===== src/rtl/traffic_pkg.sv =====
// Shared light encodings, phase enum, approach indices and default timing
// for the adaptive intersection phase scheduler.
package traffic_pkg;

    localparam logic [2:0] RED    = 3'b001;
    localparam logic [2:0] YELLOW = 3'b010;
    localparam logic [2:0] GREEN  = 3'b100;

    typedef enum logic [1:0] {
        PH_ALL_RED = 2'd0,
        PH_GREEN   = 2'd1,
        PH_YELLOW  = 2'd2
    } phase_t;

    localparam logic [1:0] APPR_A = 2'd0;
    localparam logic [1:0] APPR_B = 2'd1;
    localparam logic [1:0] APPR_C = 2'd2;
    localparam logic [1:0] APPR_D = 2'd3;

    localparam int unsigned DEF_MIN_GREEN    = 8;
    localparam int unsigned DEF_GREEN_STEP   = 4;
    localparam int unsigned DEF_YELLOW_TIME  = 3;
    localparam int unsigned DEF_ALL_RED_TIME = 2;
    localparam int unsigned DEF_AGE_LIMIT    = 3;
    localparam int unsigned DEF_TW           = 5;

    function automatic logic [2:0] light_for(input phase_t ph, input logic sel);
        logic [2:0] l;
        l = RED;
        if (sel) begin
            case (ph)
                PH_GREEN:  l = GREEN;
                PH_YELLOW: l = YELLOW;
                default:   l = RED;
            endcase
        end
        return l;
    endfunction

endpackage


===== src/rtl/phase_picker.sv =====
// Combinational arbiter: picks the next approach to receive green
// (emergency > aged > density > round-robin) and its green length.
module phase_picker
    import traffic_pkg::*;
#(
    parameter int unsigned MIN_GREEN  = DEF_MIN_GREEN,
    parameter int unsigned GREEN_STEP = DEF_GREEN_STEP,
    parameter int unsigned AGE_LIMIT  = DEF_AGE_LIMIT,
    parameter int unsigned TW         = DEF_TW,
    parameter int unsigned AW         = 2
) (
    input  logic [3:0][1:0]    dens,
    input  logic [3:0][AW-1:0] ages,
    input  logic [3:0]         emg_req,
    input  logic [1:0]         last_served,
    output logic [1:0]         winner,
    output logic [TW:0]        green_len
);

    logic       found;
    logic [1:0] idx;
    logic [1:0] best;

    always_comb begin
        winner    = last_served + 2'd1;
        found     = 1'b0;
        idx       = '0;
        best      = '0;
        green_len = '0;

        // Emergency is fixed priority by index, not rotating.
        for (int unsigned i = 0; i < 4; i++) begin
            if (!found && emg_req[i]) begin
                winner = 2'(i);
                found  = 1'b1;
            end
        end

        // Search order starts after last_served; i==3 lands on last_served itself.
        for (int unsigned i = 0; i < 4; i++) begin
            idx = last_served + 2'(i + 1);
            if (!found && ages[idx] == AW'(AGE_LIMIT)) begin
                winner = idx;
                found  = 1'b1;
            end
        end

        for (int unsigned i = 0; i < 4; i++) begin
            idx = last_served + 2'(i + 1);
            if (!found && dens[idx] > best) begin
                best   = dens[idx];
                winner = idx;
            end
        end

        green_len = (TW+1)'(MIN_GREEN)
                  + (TW+1)'(dens[winner]) * (TW+1)'(GREEN_STEP);
    end

endmodule


===== src/rtl/adaptive_phase_scheduler.sv =====
// Four-approach phase scheduler: density-weighted green, aging against
// starvation, and emergency preemption, with its own phase timer.
module adaptive_phase_scheduler
    import traffic_pkg::*;
#(
    parameter int unsigned MIN_GREEN    = DEF_MIN_GREEN,
    parameter int unsigned GREEN_STEP   = DEF_GREEN_STEP,
    parameter int unsigned YELLOW_TIME  = DEF_YELLOW_TIME,
    parameter int unsigned ALL_RED_TIME = DEF_ALL_RED_TIME,
    parameter int unsigned AGE_LIMIT    = DEF_AGE_LIMIT,
    parameter int unsigned TW           = DEF_TW
) (
    input  logic          clk,
    input  logic          rst_n,
    input  logic [1:0]    Sa,
    input  logic [1:0]    Sb,
    input  logic [1:0]    Sc,
    input  logic [1:0]    Sd,
    input  logic [3:0]    emg_req,
    output logic [2:0]    Ta,
    output logic [2:0]    Tb,
    output logic [2:0]    Tc,
    output logic [2:0]    Td,
    output logic [3:0]    grant,
    output logic [1:0]    phase,
    output logic [TW-1:0] timer
);

    localparam int unsigned AW = ($clog2(AGE_LIMIT + 1) > 0) ? $clog2(AGE_LIMIT + 1) : 1;

    phase_t              phase_q, phase_d;
    logic [TW-1:0]       timer_q, timer_d;
    logic [TW-1:0]       elapsed_q, elapsed_d;
    logic [3:0][AW-1:0]  age_q, age_d;
    logic [1:0]          last_q, last_d;

    logic [3:0][1:0]     dens;
    logic [1:0]          winner;
    logic [TW:0]         green_len;
    logic [3:0]          cur_onehot;
    logic                other_emg;

    assign dens[0] = {1'b0, Sa[0]} + {1'b0, Sa[1]};
    assign dens[1] = {1'b0, Sb[0]} + {1'b0, Sb[1]};
    assign dens[2] = {1'b0, Sc[0]} + {1'b0, Sc[1]};
    assign dens[3] = {1'b0, Sd[0]} + {1'b0, Sd[1]};

    phase_picker #(
        .MIN_GREEN  (MIN_GREEN),
        .GREEN_STEP (GREEN_STEP),
        .AGE_LIMIT  (AGE_LIMIT),
        .TW         (TW),
        .AW         (AW)
    ) u_picker (
        .dens        (dens),
        .ages        (age_q),
        .emg_req     (emg_req),
        .last_served (last_q),
        .winner      (winner),
        .green_len   (green_len)
    );

    // The granted approach is always last_served while green/yellow.
    assign cur_onehot = 4'b0001 << last_q;
    assign other_emg  = |(emg_req & ~cur_onehot);

    always_ff @(posedge clk) begin
        if (!rst_n) begin
            phase_q   <= PH_ALL_RED;
            timer_q   <= TW'(ALL_RED_TIME - 1);
            elapsed_q <= '0;
            age_q     <= '0;
            last_q    <= APPR_D;
        end else begin
            phase_q   <= phase_d;
            timer_q   <= timer_d;
            elapsed_q <= elapsed_d;
            age_q     <= age_d;
            last_q    <= last_d;
        end
    end

    always_comb begin
        phase_d   = phase_q;
        timer_d   = timer_q - 1'b1;
        elapsed_d = (elapsed_q == '1) ? elapsed_q : elapsed_q + 1'b1;
        age_d     = age_q;
        last_d    = last_q;

        unique case (phase_q)
            PH_ALL_RED: begin
                if (timer_q == '0) begin
                    phase_d   = PH_GREEN;
                    timer_d   = TW'(green_len - 1'b1);
                    elapsed_d = '0;
                    last_d    = winner;
                    for (int unsigned i = 0; i < 4; i++) begin
                        if (2'(i) == winner || dens[i] == 2'd0)
                            age_d[i] = '0;
                        else if (age_q[i] != AW'(AGE_LIMIT))
                            age_d[i] = age_q[i] + 1'b1;
                    end
                end
            end
            PH_GREEN: begin
                // Preemption for another approach overrides the timer once minimum green is served.
                if (other_emg && elapsed_q >= TW'(MIN_GREEN - 1)) begin
                    phase_d = PH_YELLOW;
                    timer_d = TW'(YELLOW_TIME - 1);
                end else if (timer_q == '0) begin
                    if (emg_req[last_q] && !other_emg) begin
                        timer_d = '0;
                    end else begin
                        phase_d = PH_YELLOW;
                        timer_d = TW'(YELLOW_TIME - 1);
                    end
                end
            end
            PH_YELLOW: begin
                if (timer_q == '0) begin
                    phase_d = PH_ALL_RED;
                    timer_d = TW'(ALL_RED_TIME - 1);
                end
            end
            default: begin
                phase_d = PH_ALL_RED;
                timer_d = TW'(ALL_RED_TIME - 1);
            end
        endcase
    end

    assign grant = (phase_q == PH_ALL_RED) ? 4'b0000 : cur_onehot;
    assign phase = phase_q;
    assign timer = timer_q;

    assign Ta = light_for(phase_q, grant[APPR_A]);
    assign Tb = light_for(phase_q, grant[APPR_B]);
    assign Tc = light_for(phase_q, grant[APPR_C]);
    assign Td = light_for(phase_q, grant[APPR_D]);

endmodule


===== config.mk =====
export PLATFORM = sky130hd
export DESIGN_NAME = adaptive_phase_scheduler
export DESIGN_NICKNAME = d
export VERILOG_FILES = /design/src/rtl/traffic_pkg.sv /design/src/rtl/phase_picker.sv /design/src/rtl/adaptive_phase_scheduler.sv
export SDC_FILE = /design/constraint.sdc
export NUM_CORES = 1
export LEC_CHECK = 0
export ABC_AREA = 1
export BUFFER_PORTS_ARGS = -buffer_cell sky130_fd_sc_hd__buf_4
export CAP_MARGIN = 30
export CORE_UTILIZATION = 59
export DETAILED_ROUTE_END_ITERATION = 6
export PLACE_DENSITY = 0.83
export REMOVE_ABC_BUFFERS = 1
export SYNTH_ARGS = -nofsm -noshare
export SYNTH_HDL_FRONTEND = slang
export SYNTH_SLANG_ARGS = --single-unit

===== constraint.sdc =====
create_clock -name clk -period 7.6 [get_ports clk]
set_input_delay 1.9 -clock clk [delete_from_list [all_inputs] [get_ports clk]]
set_output_delay 1.9 -clock clk [all_outputs]
set_load 0.1 [all_outputs]

Yosys cells after proc, flatten, opt, wreduce, memory -nomap -nowiden
Cells that the tools add are included.
Widths: inputs -> output; s select.
- flip-flop bits (word level): 22
- input port bits: 14
- output and inout bits: 23
- logic and storage cells: 170
- add/sub/neg operators: 15
- $lt $le $gt $ge: 10
- eq/ne operators: 18
- shift operators: 1
- multiplexer cells: 72
- bitwise logic cells: 2
- reduce and logical (&&, ||, !) cells: 44
- operators by type and width (kind ; number):
    $mux 2 ; 38
    $bmux 2 s2 ; 9
    $mux 5 ; 7
    $lt 2x3->1 const B ; 5
    $pmux 5 s3 ; 1
    $logic_and 1x1->1 ; 13
    $logic_not 2->1 ; 6
    $mux 3 ; 4
    $ne 2x2->1 const B ; 6
    $reduce_and 3->1 ; 4
    $add 2x1->2 const B ; 5
    $eq 2x2->1 const B ; 5
    $sub 5x1->5 const B ; 2
    $logic_not 1->1 ; 9
    $mux 1 ; 9
    $add 1x1->2 ; 4
    $reduce_bool 2->1 ; 4
    $gt 2x2->1 ; 3
    $ne 3x3->1 const B ; 2
    $pmux 2 s3 ; 1
    $pmux 3 s2 ; 1
    $add 4x4->5 const A ; 1
    $add 5x1->5 const B ; 1
    $eq 5x5->1 const B ; 1
    other kinds (16) ; 21

Logic depth before layout (Yosys ltp)
- word-level depth: 40
- gate-level depth with buffers: 43
- depth with buffers taken out: 41

Modules after synthesis
Synthesis repeated with hierarchy kept, for this count alone.
- cells, all modules: 480
- area total of the unflattened synthesis: 2892.8 um^2
- by module, submodules not included (module ; instances ; cells each ; area an instance (um^2) ; seq. area each (um^2)):
    adaptive_phase_scheduler ; 1 ; 250 ; 1646.6 ; 440.4
    phase_picker ; 1 ; 230 ; 1246.2 ; 0.0

Worst setup path before layout
Ideal clock, no wire load.
- kind: in2reg
- start point: input port emg_req[1]
- end point: register timer_q[3], in the netlist timer[3]
- setup time: 0.109 ns
- arrival: 6.210 ns
- required time: 7.491 ns
- setup slack: 1.281 ns
- cell stages on the path: 38
- path buffers: 0
- cell sequence: nor2_1 > nand2_1 > nor2_2 > nand3_2 > nor2_8 > nand3_4 > inv_2 > nand3_1 > ha_1 > inv_1 > nor2_1 > o21a_1 > nand4_2 > inv_2 > nor2_1 > a21oi_1 > ha_1 > nand2_1 > [2 not listed] > inv_2 > o21ai_0 > ha_1 > a21oi_1 > a21oi_1 > nand2_1 > inv_1 > a21oi_1 > nand2_2 > nand2_4 > inv_1 > nand3_1 > o2111ai_1 > ha_1 > nand2_1 > o21ai_0 > nand2_1 > inv_1
- cells in the longest elaborated chain, start to end: 38
- elaborated cells between the ends (all ways): 52
- those cells by class: add/sub: 2; order compare: 3; mux: 26; bitwise: 1; reduce/logical: 20
- RTL lines (what ; RTL line ; text):
    start: declaration ; adaptive_phase_scheduler.sv:19 ; input logic [3:0] emg_req,
    $logic_and 1x1->1 ; phase_picker.sv:33 ; if (!found && emg_req[i]) begin
    $mux 1 ; phase_picker.sv:33 ;
    $logic_not 1->1 ; phase_picker.sv:33 ;
    $logic_and 1x1->1 ; phase_picker.sv:33 ;
    $mux 1 ; phase_picker.sv:33 ;
    $logic_not 1->1 ; phase_picker.sv:33 ;
    $logic_and 1x1->1 ; phase_picker.sv:33 ;
    $mux 1 ; phase_picker.sv:33 ;
    [22 not listed] ; n/a ;
    $logic_and 1x1->1 ; phase_picker.sv:50 ; if (!found && dens[idx] > best) begin
    $mux 2 ; phase_picker.sv:50 ;
    $bmux 2 s2 ; phase_picker.sv:57 ; + (TW+1)'(dens[winner]) * (TW+1)'(GREEN_STEP);
    $mux 2 (implied by the code) ; phase_picker.sv:57 ;
    $add 4x4->5 ; phase_picker.sv:57 ;
    $sub 5x1->5 ; adaptive_phase_scheduler.sv:94 ; timer_d = TW'(green_len - 1'b1);
    $mux 5 ; adaptive_phase_scheduler.sv:92 ; if (timer_q == '0) begin
    $pmux 5 s3 * ; adaptive_phase_scheduler.sv:90 ; unique case (phase_q)
    end signal: assignment ; adaptive_phase_scheduler.sv:70 ; timer_q <= TW'(ALL_RED_TIME - 1);
    end signal: assignment ; adaptive_phase_scheduler.sv:76 ; timer_q <= timer_d;
    end: declaration ; adaptive_phase_scheduler.sv:32 ; logic [TW-1:0] timer_q, timer_d;
Every way passes the cells marked *; elsewhere a longest branch is shown, timed or not. The select of a mux whose other input is x is not followed.
A chain may end at the register's enable or synchronous reset.

Worst setup path in the final report
Same ends and word-level chain as after synthesis.

==> results.yml <==
setup_path:
  cp-end-kind: "flip-flop"
  reg2reg_to: "timer[3]"
  cp_data_required_time_ps: 7770
  path_max_fanout: 7
  slowest_stage: "o21ai_0"
  r2r_setup_slack_ps: 1120
  reg2reg_from: "last_q[1]"
  crit_arrival_ps: 6910
  cp-start-kind: "input pin"
  crit_type: "in2reg"
  max_stage_delay_ps: 320
  ff2ff_path_depth: 37
timing:
  tns_ps: 0
  hold_viol_final: 0
  finalMaxSlewViolations: 0
  period_share_pct: 88.6
  relSlewSlack_pct: 36.2
  max_freq_mhz: 149
  fin_worst_hold_slack_ps: 485
  final.min_clock_period_ps: 6730
  fin_skew_ps: 2.57
  worst_pin_slew_ps: 953
  rsz0062_at_grt: "false"
  finalSetupViolCount: 0
hold_path:
  min_from: "elapsed_q[4]"
  worstHoldPathCells: 2
  min_path_type: "reg2reg"
  holdPathEnd: "elapsed_q[4]"
cells_and_area:
  layout-drive-gt1-share_pct: 16.1
  final_common_cell: "nand2_1"
  finalCoreUtilization_pct: 72.2
  fin_nets: 512
  design_area_um2: 2990
  antennaDiodeCount: 0
  syn2layout_area_growth_pct: 14.1
  layout_common_cells: "nand2_1, inv_1, nor2_1"
synthesis:
  ys_ff_latch: 22
  synth_top_area_share_pct: 18.6
  synthXorXnorAreaFrac_pct: 1.34
  synthSimpleGateAreaFrac_pct: 43.2
  syn_avg_cell_area_um2: 6.05
  synth_top_area_cell: "nand2_1"
  synth_mux_area_share_pct: 0.382
  synth.area.top_cells: "nand2_1, dfxtp_1, ha_1"
  yosysWarnings: 0
  synth_adder_area_share_pct: 14.3
  synth_compound_area_share_pct: 10.9
  seq_area_frac_synth_pct: 16.8
  syn-cell-area_um2: 2620
  synth.distinct_cells: 37
  syn-instance-count: 433
  synth_top_family_by_area: "simple AND/OR/NAND/NOR gates"
clock_network:
  h-tree-depth: 1
  cts_tree: "done"
  clkTransAtPathRegs_ps: 80
  clkLatencyLatePin_ps: 260
  cts_setup_buffers: 0
  clock-sinks: 22
  cts_buffer_depth: 2
  post_cts_resized: 0
  cts_root_buf: "clkbuf_8"
  cts_made_buffers: 3
  ctsHoldBuffers: 0
global_routing:
  grt_max_degree: 31
  grt_pass1_wl_um: 9450
  grt_pass1_vias: 2276
  track_usage_pct: 26.3
  antenna_found_initial: 0
  overflow: 0
floorplan:
  ios: 37
  core_area_um2: 4140
  rows: 23
  initial_core_util_pct: 63.3
  die_h_um: 68.7
  die_area_um2: 4710
  dieWidth_um: 68.7
detailed_routing:
  first_pass_iters: 4
  antenna_left: 0
  drcViolationCount: 0
  finalWirelength_um: 5890
  via_count: 2760
  drt_iter0_markers: 119
  vias_per_cell: 5.34
  wl_per_cell_um: 11.4
power_and_ir_drop:
  power_mw: 1.16
  p_leak_nw: 1.64
  peakVddDrop_mv: 0.164
  cellPowerDensity_nw_per_um2: 389
flow_run:
  maxCapViolCount: 0
placement:
  io_buffer_count: 36
  place_area_um2: 2920
  dp_hpwl_um: 4750
  gp_routability_congestion: 0.936
outcome:
  status: "completed"
## synth_stat cells (all sizes together)
cell / number
nand2: 140
inv: 79
mux2i: 1
a41oi: 1
o22ai: 2
and3: 4
o211ai: 1
dfxtp: 22
nor2: 48
o2111ai: 1
buf: 3
a221oi: 2
or2: 1
a311oi: 1
nand4: 4
nor3: 6
o21a: 1
clkbuf: 4
nand3: 33
ha: 30
xnor2: 1
nand3b: 2
a21oi: 18
xor2: 3
o21ai: 25
## worst max path at each step
stage | startpoint | to | slack [ps] | cells past startpoint
after CTS | emg_req[1] | timer[3] | 910 | 37
after global placement | emg_req[1] | timer[3] | 830 | 38
after floorplan | emg_req[1] | timer[3] | 1280 | 38
after global routing | emg_req[1] | timer[3] | 250 | 37
final | emg_req[1] | timer[3] | 870 | 37
after detailed placement | emg_req[1] | timer[3] | 650 | 37
## where the power goes
part / internal [mW] / switching [mW]
Combinational: 0.246 / 0.603
Clock: 0.0704 / 0.0402
Sequential: 0.158 / 0.0450
## cell type report
| class | instances | area (µm²) |
|---|---|---|
| Clock inverter | 1 | 30.0 |
| Sequential cell | 22 | 440 |
| Multi-Input combinational cell | 325 | 1840 |
| Timing Repair Buffer | 37 | 278 |
| Clock buffer | 3 | 41.3 |
| Fill cell | 361 | 1150 |
| Inverter | 79 | 302 |
| Tap cell | 50 | 62.6 |
## worst max-delay path, delay by kind of cell
kind,cells,cell delay (ps)
AOI/OAI and AO/OA,8,1200
and+or+nand+nor,17,2050
adders and majority gates,4,1180
buffers and inverters,8,560
## cell families (layout without fill, tap and decap cells)
family                   count (synthesis)  in the layout
AND/OR/NAND/NOR                        238            238
buffers and inverters                   86            120
AO/OA/AOI/OAI                           52             52
adder cells (fa/ha/maj)                 30             30
flip-flops                              22             22
XOR/XNOR                                 4              4
multiplexers                             1              1
## registers in the layout, indices dropped and copies added, names as in the netlist
signal,flops
phase,2
last_q,2
elapsed_q,5
age_q,8
timer,5
## stage by stage
step                worst slack [ps]  cells
detailed placement               652    513
global placement                 832    513
floorplan                       1280    426
finish                           867    517
CTS                              910    517
global route                     250    517
## metal layers
layer | wire length (µm) | track usage, % | up-vias | share of wire (%)
li1 | - | - | 1433 | -
met1 | 2600 | 30.5 | 1217 | 44
met2 | 2860 | 48.5 | 93 | 49
met3 | 312 | 3.62 | 17 | 5.3
met4 | 124 | 9.11 | 0 | 2.1
met5 | 0 | 0 | - | 0
(Power assumes the default switching activity.)
